File: config.mk
export PLATFORM = sky130hd
export DESIGN_NAME = ss_tr_queue
export DESIGN_NICKNAME = d
export VERILOG_FILES = /design/src/rtl/ss_tr_queue.sv
export SDC_FILE = /design/constraint.sdc
export NUM_CORES = 1
export LEC_CHECK = 0
export ABC_AREA = 1
export ABC_CLOCK_PERIOD_IN_PS = 3100
export CORE_MARGIN = 2
export CORE_UTILIZATION = 40
export CTS_CLUSTER_DIAMETER = 100
export DETAILED_ROUTE_END_ITERATION = 10
export MAX_ROUTING_LAYER = met4
export PLACE_DENSITY = 0.77
export SLEW_MARGIN = 20
export SYNTH_ARGS = -nofsm -noshare
export SYNTH_HDL_FRONTEND = slang
export SYNTH_SLANG_ARGS = --single-unit
File: constraint.sdc
create_clock -name CLK -period 3.1 [get_ports CLK]
set_input_delay 0.775 -clock CLK [delete_from_list [all_inputs] [get_ports CLK]]
set_output_delay 0.775 -clock CLK [all_outputs]
set_load 0.05 [all_outputs]
File: src/rtl/ss_tr_queue.sv
// rtl/ss_tr_queue.sv - DEPTH-entry FIFO of temporaries loaded from one of N_SRC sources
module ss_tr_queue #(
  parameter int WIDTH = 16,
  parameter int N_SRC = 5,
  parameter int SEL_W = 3,
  parameter int DEPTH = 4,
  localparam int CNT_W = $clog2(DEPTH) + 1
) (
  input  logic                   CLK,
  input  logic                   reset,
  input  logic [N_SRC*WIDTH-1:0] src_bus,
  input  logic [SEL_W-1:0]       tr_src,
  input  logic                   tr_write,
  input  logic                   tr_read,
  input  logic                   clr_err,
  output logic [WIDTH-1:0]       tr,
  output logic                   tr_valid,
  output logic                   full,
  output logic                   empty,
  output logic [CNT_W-1:0]       count,
  output logic                   err
);

  localparam int PTR_W = $clog2(DEPTH);
  // One extra bit so N_SRC == 2**SEL_W still compares correctly.
  localparam logic [SEL_W:0] N_SRC_L = (SEL_W + 1)'(N_SRC);

  logic [WIDTH-1:0] r_mem [DEPTH];
  logic [PTR_W-1:0] r_wr_ptr;
  logic [PTR_W-1:0] r_rd_ptr;
  logic [CNT_W-1:0] r_count;
  logic             r_err;

  logic             w_full;
  logic             w_empty;
  logic             w_src_ok;
  logic             w_push_ok;
  logic             w_pop_ok;
  logic             w_bad_src;
  logic             w_overflow;
  logic             w_underflow;
  logic             w_err_set;
  logic [WIDTH-1:0] w_src_data;

  assign w_full  = (r_count == CNT_W'(DEPTH));
  assign w_empty = (r_count == '0);

  assign w_src_ok  = ({1'b0, tr_src} < N_SRC_L);
  assign w_push_ok = tr_write & w_src_ok & (~w_full | tr_read);
  assign w_pop_ok  = tr_read & ~w_empty;

  assign w_bad_src  = tr_write & ~w_src_ok;
  assign w_overflow = tr_write & w_src_ok & w_full & ~tr_read;
  // A read on an empty queue paired with an accepted push is the defined
  // push-only case, not an underflow.
  assign w_underflow = tr_read & w_empty & ~w_push_ok;
  assign w_err_set   = w_bad_src | w_overflow | w_underflow;

  always_comb begin
    w_src_data = '0;
    for (int k = 0; k < N_SRC; k++) begin
      if (tr_src == k[SEL_W-1:0]) begin
        w_src_data = src_bus[k*WIDTH +: WIDTH];
      end
    end
  end

  // Storage is deliberately not reset; validity comes from the count.
  always_ff @(posedge CLK) begin
    if (w_push_ok) begin
      r_mem[r_wr_ptr] <= w_src_data;
    end
  end

  always_ff @(posedge CLK or negedge reset) begin
    if (!reset) begin
      r_wr_ptr <= '0;
      r_rd_ptr <= '0;
      r_count  <= '0;
    end else begin
      if (w_push_ok) begin
        r_wr_ptr <= r_wr_ptr + 1'b1;
      end
      if (w_pop_ok) begin
        r_rd_ptr <= r_rd_ptr + 1'b1;
      end
      case ({w_push_ok, w_pop_ok})
        2'b10:   r_count <= r_count + 1'b1;
        2'b01:   r_count <= r_count - 1'b1;
        default: r_count <= r_count;
      endcase
    end
  end

  always_ff @(posedge CLK or negedge reset) begin
    if (!reset) begin
      r_err <= 1'b0;
    end else if (w_err_set) begin
      r_err <= 1'b1;
    end else if (clr_err) begin
      r_err <= 1'b0;
    end
  end

  assign tr       = w_empty ? '0 : r_mem[r_rd_ptr];
  assign tr_valid = ~w_empty;
  assign full     = w_full;
  assign empty    = w_empty;
  assign count    = r_count;
  assign err      = r_err;

endmodule
==> impl_metrics.toml, run 1 <==
[synthesis]
synth_ff_type = "edfxtp_1"
synthCells = 409
synth_top_area_share_pct = 52.41
synth-edff-count = 64
synth.most_common_cell = "nor2_1"
syn_area_um2 = 3667
yosys_warnings = 0
synth-seq-area-share_pct = 57.86
synthTopCellsByCount = "nor2_1 (105), edfxtp_1 (64), nand2_1 (62), nand3_1 (50), o21ai_0 (35)"
synth_area_leaders = "edfxtp_1 (52%), nor2_1 (11%), nand3_1 (6.8%)"
ys_seq_elements = 72
syn_nets = 503
synth-async-reset-ratio_pct = 11.11
ys_types = 26
synth_area_leader_cell = "edfxtp_1"
synth.avg_cell_area_um2 = 8.966

[cells_and_area]
antenna_cells = 0
area_delta_synth_final_pct = 44.87
n_fill_cell = 668
post-route-cell-area_um2 = 5313
layout.nets = 618
final_cell_count_no_fill = 637
drive_gt1_share_pct = 9.452
ff_latch_area_um2 = 2122
final_util_pct = 60.33
multi_input_area_um2 = 1315

[routing]
routedWlPerCell_um = 14.67
drtIter0Drc = 187
postRouteAntennaNets = 0
avgViaCountPerCell = 5.166
vias = 3291
finalWirelength_um = 9344
drtPass1Iterations = 5
drc = 0

[cts]
cts.sinks = 72
cts_buffer_depth = 2
cts-buffers-inserted = 9
postCtsSetupRepairBufs = 0
clockRootBuffer = "clkbuf_8"
tritoncts = "yes"
cts.htree.levels = 3
cts.clk_slew.worst_paths_ns = 0.08
clkLatencyLatePin_ns = 0.35

[min_path]
hold_class = "register to register"

[global_routing]
antenna_found_initial = 0
grt_pass1_wl_um = 15220
grt_max_degree = 21
track_usage_pct = 20.45
grt_pass1_vias = 3225
overflow = 0

[placement]
hpwl_um = 6836
port_buffers = 110
postPlaceCellArea_um2 = 5105
gp_congestion = 1.013
placed_cells = 621

[timing]
finalHoldViolCount = 0
fmax_mhz = 338.2
fin_crit_sh_pct = 95.38
drv_slew = 0
rsz0062_at_grt = "no"
max_slew_margin_pct = 37.31
tightest_slew_ns = 0.9370
period_needed_ns = 2.957
finalSetupViolations = 0
fin_skew_ns = 0.009469

[floorplanning]
start_util_pct = 41.65
io_pins = 111
design.core.area_um2 = 8806
die_y_um = 99.75
die_area_um2 = 9950
die_w_um = 99.75
rows = 34

[worst_setup_path]
cp_data_arrival_time_ns = 2.18
startpoint_type = "register"
path_class = "register to output port"
worstPathRequired_ns = 2.32
cp-end-kind = "output port"
crit_fanout = 10

[run_status]
status = "complete, no violations"

[pwr]
ir_worst_vdd_uv = 451.0
leakage_nw = 2.151
power_density_nw_per_um2 = 913.1

[run]
maxCapViolations = 0
[worst max-delay path, cell delays in order, from the launching register on]
cell and delay [ns]:
dfrtp_1 0.42, nor2_1 0.09, nand2_1 0.14, clkinv_1 0.39, buf_4 0.32, a21oi_1 0.28, buf_12 0.18
[state kept, by name, summed over array words and instances, names as in the netlist]
name / flops
r_mem: 64
count: 3
r_rd_ptr: 2
r_wr_ptr: 2
err: 1
[worst paths after layout]
check	start	to	slack (ns)	cells past startpoint
setup / recovery	count[0]$_DFFE_PN0P_	tr[11]	0.14	6
hold / removal	err$_DFFE_PN0P_	err$_DFFE_PN0P_	0.50	2
setup reg to reg	count[0]$_DFFE_PN0P_	count[2]$_DFFE_PN0P_	1.18	10
hold reg to reg	err$_DFFE_PN0P_	err$_DFFE_PN0P_	0.50	2
max in group asynchronous	reset	err$_DFFE_PN0P_	2.14	1
min in group asynchronous	reset	count[1]$_DFFE_PN0P_	0.70	1
[cells by family (layout without fill, tap and decap cells)]
logic type,count (synthesis),in the layout,share of synthesized area [%]
and+or+nand+nor,224,224,25.72
AOI/OAI and AO/OA,52,52,7.165
buffers and inverters,52,172,6.278
xor gates and xnor gates,3,3,0.7166
adders and majority gates,6,6,2.252
DFF,72,72,57.86
[metrics by stage]
| step | hold slack [ns] | setup slack [ns] | power, mW | TNS (ns) |
|---|---|---|---|---|
| final | 0.4960 | 0.1433 | 4.851 | 0 |
| after global routing | 0.5439 | 0.009968 | 5.121 | 0 |
| after CTS | 0.5119 | 0.09182 | 4.879 | 0 |
| after detailed placement | 0.4931 | 0.1026 | 4.128 | 0 |
| after global placement | 0.4633 | 0.1907 | 4.072 | 0 |
| after floorplan | 0.4794 | -0.2964 | 2.832 | -2.683 |
[power breakdown]
group	internal (mW)	total, mW	switching [mW]
registers	1.23	1.33	0.0965
logic	1.15	2.77	1.62
clock network	0.379	0.753	0.374
total	2.76	4.85	2.09
[layout by cell type, fill, tap and decap left out, drive strengths merged, types with 2 or more instances in the layout]
master,netlist,final
a21oi,16,16
buf,14,29
clkbuf,5,9
clkdlybuf4s50,0,93
clkinv,2,6
dfrtp,8,8
edfxtp,64,64
ha,5,5
inv,31,32
nand2,62,62
nand3,51,51
nand4,2,2
nor2,106,106
nor3,2,2
o21ai,35,35
xor2,2,2
[layout make-up]
type / count / area share (%)
sequential: 72 / 39.94
timing repair buffer: 123 / 26.57
multi-input combinational: 285 / 24.75
tap: 108 / 2.544
clock buffer: 9 / 2.332
inverter: 33 / 2.332
clock inverter: 7 / 1.531
[repair_timing]
action | 4_1_cts | 5_1_grt
endpoints found under the setup margin | 0 | 1
hold buffers | 0 | 0
gates resized for setup | 0 | 1
[routing by layer]
layer	wire [um]	track usage, %
met5	0	-
met4	267	9.273
met1	3754	24.83
met3	746	3.654
met2	4575	33.42
(Power assumes the default switching activity.)
==> inputs of run 2 (changes only) <==
--- a/config.mk
+++ b/config.mk
@@ -7,12 +7,13 @@
 export LEC_CHECK = 0
 export ABC_AREA = 1
 export ABC_CLOCK_PERIOD_IN_PS = 3100
-export CORE_MARGIN = 2
 export CORE_UTILIZATION = 40
 export CTS_CLUSTER_DIAMETER = 100
+export CTS_CLUSTER_SIZE = 24
 export DETAILED_ROUTE_END_ITERATION = 10
 export MAX_ROUTING_LAYER = met4
 export PLACE_DENSITY = 0.77
+export SKIP_CTS_REPAIR_TIMING = 1
 export SLEW_MARGIN = 20
 export SYNTH_ARGS = -nofsm -noshare
 export SYNTH_HDL_FRONTEND = slang
==> run 2 against run 1 <==
Against the previous run: the flow now finishes with violations (DRC); clock skew decreased by 0.0014 ns; combinational power about the same; global-route usage rose by 0.17 points; hold slack better by 0.0012 ns; first-iteration DRC count increased by 13%; design area down 0.90%; sequential power barely moved; critical endpoint is now empty; highest routed layer unchanged.
==> impl_metrics.toml, run 2 (same netlist as run 1, synthesis figures left out) <==
[routing]
drtPass1Iterations = 8
postRouteAntennaNets = 0
drc = 4
routedWlPerCell_um = 14.29
drtIter0Drc = 212
avgViaCountPerCell = 5.124
vias = 3254
finalWirelength_um = 9072

[cts]
cts_buffer_depth = 2
cts.htree.levels = 3
cts.sinks = 72
tritoncts = "yes"
cts-buffers-inserted = 9
clockRootBuffer = "clkbuf_8"
cts.clk_slew.worst_paths_ns = 0.08
clkLatencyLatePin_ns = 0.34

[global_routing]
grt_pass1_wl_um = 14810
grtUsageMet3_pct = 3.722
grt_util_met2_pct = 35.52
grt_pass1_vias = 3213
track_usage_pct = 20.62
antenna_found_initial = 0
grt_max_degree = 21
overflow = 0
met1_usage_pct = 24.47
grt.busiest_layer = "met2"

[cells_and_area]
ff_latch_area_um2 = 2123
n_fill_cell = 674
largest_register_ffs = 64
final_common_cell = "nor2_1"
multi_input_area_um2 = 1315
drive_gt1_share_pct = 9.298
antenna_cells = 0
regMostFlops = "r_mem"
area_delta_synth_final_pct = 43.57
final_util_pct = 59.79
layout_common_cells = "nor2_1 (105), clkdlybuf4s50_1 (94), edfxtp_1 (64), nand2_1 (62), nand3_1 (50)"
layout.nets = 617

[worst_setup_path]
startpoint_type = "register"
crit_fanout = 6
critPathSlowestCell = "clkdlybuf4s50_1"
critical_path.cell_chain = "nor2_1 -> nand2_1 -> clkinv_1 -> clkdlybuf4s50_1"
cp_data_arrival_time_ns = 2.09
path_class = "register to output port"
cp-end-kind = "output port"
slowest_delay_ns = 0.85
worstPathRequired_ns = 2.32

[timing]
rsz0062_at_grt = "no"
setup_tns_ns = 0
drv_slew = 0
fmax_mhz = 349.6
whs_ns = 0.4972
finalSetupViolations = 0
finalHoldViolCount = 0
tightest_slew_ns = 0.9377
period_needed_ns = 2.860
fin_skew_ns = 0.008019
max_slew_margin_pct = 37.26
fin_crit_sh_pct = 92.27

[placement]
hpwl_um = 6587
gp_congestion = 0.9654
port_buffers = 110

[run_status]
violations = "DRC"
status = "finished with violations"

[floorplanning]
io_pins = 111
start_util_pct = 41.65
die_y_um = 97.75
design.core.area_um2 = 8806
die_w_um = 97.75
die_area_um2 = 9555
rows = 34

[pwr]
ir_worst_vdd_uv = 473.1
fin_total_pwr_mw = 4.868
power_density_nw_per_um2 = 924.5
leakage_nw = 2.119

[run]
maxCapViolations = 0

[min_path]
hold_class = "register to register"
==> run 2: metal layers <==
metal | part of all wire, % | up-vias | wire length, um
li1 | - | 1585 | -
met1 | 42 | 1501 | 3788
met4 | 1.4 | 0 | 126
met5 | 0 | - | 0
met3 | 6.3 | 9 | 573
met2 | 51 | 159 | 4584
==> run 2: report_power, final <==
part,leakage [nW],internal [mW],switching (mW)
combinational,1.33,1.12,1.61
clock,0.102,0.452,0.343
sequential,0.686,1.23,0.103
total,2.12,2.81,2.06
==> run 2: area by class of cell <==
cell class / count / area share, %
Clock buffer: 9 / 2.353
Inverter: 33 / 2.353
Clock inverter: 6 / 1.759
Tap cell: 108 / 2.567
Timing Repair Buffer: 122 / 25.67
Sequential cell: 72 / 40.33
Multi-Input combinational cell: 285 / 24.98
==> run 2: per-stage QoR <==
step,std cells,worst slack (ns),cell area [um^2]
global placement,620,0.2263,5047
global route,635,0.1128,5265
finish,635,0.2396,5265
floorplan,409,-0.2964,3667
CTS,635,0.1733,5264
detailed placement,620,0.1345,5047
==> run 2: final timing paths <==
path / startpoint / endpoint / slack [ns] / cells after the start
worst min-delay path: err$_DFFE_PN0P_ / err$_DFFE_PN0P_ / 0.50 / 2
min in group asynchronous: reset / count[1]$_DFFE_PN0P_ / 0.71 / 1
worst min register to register: err$_DFFE_PN0P_ / err$_DFFE_PN0P_ / 0.50 / 2
worst max-delay path: count[0]$_DFFE_PN0P_ / empty / 0.24 / 4
worst max register to register: count[1]$_DFFE_PN0P_ / count[2]$_DFFE_PN0P_ / 1.21 / 11
max in group asynchronous: reset / r_rd_ptr[0]$_DFFE_PN0P_ / 2.11 / 1
==> run 2: worst max-delay path, delay by kind of cell (launching register included) <==
family | cells | cell delay (ns)
DFF | 1 | 0.43
and+or+nand+nor | 2 | 0.28
buffers and inverters | 2 | 1.03
==> variant: new RTL, flow settings as in run 1 <==
Register the output `count` once more; this adds one clock of latency there. The other outputs are not delayed to match.
--- a/src/rtl/ss_tr_queue.sv
+++ b/src/rtl/ss_tr_queue.sv
@@ -106,7 +106,9 @@
   assign tr_valid = ~w_empty;
   assign full     = w_full;
   assign empty    = w_empty;
-  assign count    = r_count;
+  always_ff @(posedge CLK) begin
+    count <= r_count;
+  end
   assign err      = r_err;
 
 endmodule
Behaviour: not the same (Yosys sat finds a counterexample within 4 cycles, from zero or initial values and one cycle with reset low).
==> variant against run 1 <==
Cell count is 1.1% higher; power is 0.61% lower; first-iteration DRC count is 28% lower; clock skew hardly changed; area after synthesis is 1.8% higher; core utilization is 2.2 points lower; final area is 0.16% higher; critical path depth is 1 lower; sequential cell count is 3 higher; worst setup slack better by 0.11 ns; routed wire length is 0.48% lower; non-clock buffer count is 1 higher; maximum frequency is 3.8% higher; critical path type unchanged; largest power group unchanged.
==> variant: results (changes against run 1) <==
{
  "final_layout": {
    "post_route_cells_drive_above_1_share": {"value": 0.0957, "change": "was 0.0945"}
  },
  "placed_design": {
    "pre_cts_ws": {"value": 0.182, "unit": "ns", "change": "was 0.103 ns"},
    "post-dp-hpwl": {"value": 6940, "unit": "µm", "change": "was 6840 µm"},
    "numPlacedInstances": {"value": 628, "change": "was 621"},
    "place.gp.congestion": {"value": 0.831, "change": "was 1.01"}
  },
  "grt": {
    "global_route_usage_sum": {"value": 0.201, "change": "was 0.205"},
    "grt_first_pass_wirelength": {"value": 15200, "unit": "µm", "change": "about the same"},
    "via_count_of_the_first_global_routing_pass": {"value": 3265, "change": "was 3,225"},
    "grt_max_degree": {"value": 35, "change": "was 21"}
  },
  "sta": {
    "max-slew-margin-rel": {"value": 0.414, "change": "was 0.373"},
    "fin_worst_hold_slack": {"value": 0.421, "unit": "ns", "change": "was 0.496 ns"}
  },
  "power_and_ir_drop": {
    "p_leak": {"value": 2.14, "unit": "nW", "change": "was 2.15 nW"},
    "vdd.ir_drop.worst": {"value": 359, "unit": "µV", "change": "was 451 µV"}
  },
  "synthesis": {
    "syn_area_per_cell": {"value": 9.02, "unit": "µm²", "change": "was 8.97 µm²"},
    "post_synth_num_cell_types": {"value": 24, "change": "was 26"},
    "syn_nets": {"value": 508, "change": "was 503"},
    "async_reset_ff_frac": {"value": 0.107, "change": "was 0.111"},
    "post_synth_most_frequent_cells": {"value": "104 x nor2_1, 64 x edfxtp_1, 60 x nand2_1, 35 x nand3_1, 35 x o21ai_0", "change": "was 105 x nor2_1, 64 x edfxtp_1, 62 x nand2_1, 50 x nand3_1, 35 x o21ai_0"},
    "synth_seq_area_share": {"value": 0.584, "change": "was 0.579"}
  },
  "critical_path": {
    "rrSetupSlack": {"value": 1.01, "unit": "ns", "change": "was 1.18 ns"},
    "critical_path.max_stage_delay": {"value": 0.49, "unit": "ns", "change": "was 0.42 ns"},
    "crit-reg2reg-launch": {"value": "r_count[0]", "change": "was count[0]"},
    "worst-endpoint-arrival": {"value": 2.07, "unit": "ns", "change": "was 2.18 ns"},
    "critical_path.slowest_cell": {"value": "clkinv_1", "change": "was dfrtp_1"},
    "crit_path_max_fanout": {"value": 17, "change": "was 10"}
  },
  "drt": {
    "wl_per_cell": {"value": 14.4, "unit": "µm", "change": "was 14.7 µm"},
    "initialDrtViolationCount": {"value": 134, "change": "was 187"}
  },
  "status": {
    "status": {"value": "finished, final reports clean", "change": "unchanged"}
  },
  "worst_hold_path": {
    "holdCritStartpoint": {"value": "r_count[2]", "change": "was err"}
  }
}
## variant: cell types whose count changed in the layout (fill, tap and decap cells not counted), moves of 3 or more
cell,run 1,this run
buf_12,20,15
nand3_1,50,35
dfxtp_1,0,3
nand4_1,2,19
buf_4,9,15
## variant: power by group
| group | internal (W) | total, W | leakage [nW] | switching, W |
|---|---|---|---|---|
| sequential | 0.00129 | 0.00139 | 0.711 | 0.0000954 |
| clock | 0.000369 | 0.000724 | 0.0966 | 0.000355 |
| combinational | 0.00110 | 0.00271 | 1.33 | 0.00161 |
## variant: routing by layer
metal / routed length (µm) / up-vias / GRT usage
met4: 170 / 0 / 0.0727
met1: 3820 / 1495 / 0.232
met3: 616 / 12 / 0.0326
met5: 0 / - / -
met2: 4690 / 145 / 0.351
li1: - / 1616 / -
## variant: cell type report
| class | instances | area [µm²] |
|---|---|---|
| sequential | 75 | 2180 |
| timing repair buffer | 124 | 1350 |
| fill | 773 | 3830 |
| clock buffer | 9 | 124 |
| clock inverter | 7 | 68.8 |
| inverter | 35 | 131 |
| multi-input combinational | 283 | 1320 |
| tap | 111 | 139 |
## variant: worst reg2reg max path, stage by stage (launching register included)
cell	delay, ns
dfrtp_1	0.43
inv_1	0.14
nand4_1	0.18
nand3_1	0.15
ha_1	0.16
inv_1	0.06
fa_1	0.39
or2_2	0.31
nand2_1	0.08
xor2_1	0.13
## variant: cells by family after synthesis
family	synth area share
AO/OA/AOI/OAI	0.0717
XOR/XNOR	0.00469
adder cells (fa/ha/maj)	0.0221
buffers and inverters	0.0617
flip-flops	0.584
AND/OR/NAND/NOR	0.255
## variant: timing repair
| item | CTS | global route |
|---|---|---|
| setup endpoints to repair | 0 | 3 |
| gates resized for setup | 0 | 1 |
| hold buffers | 0 | 0 |
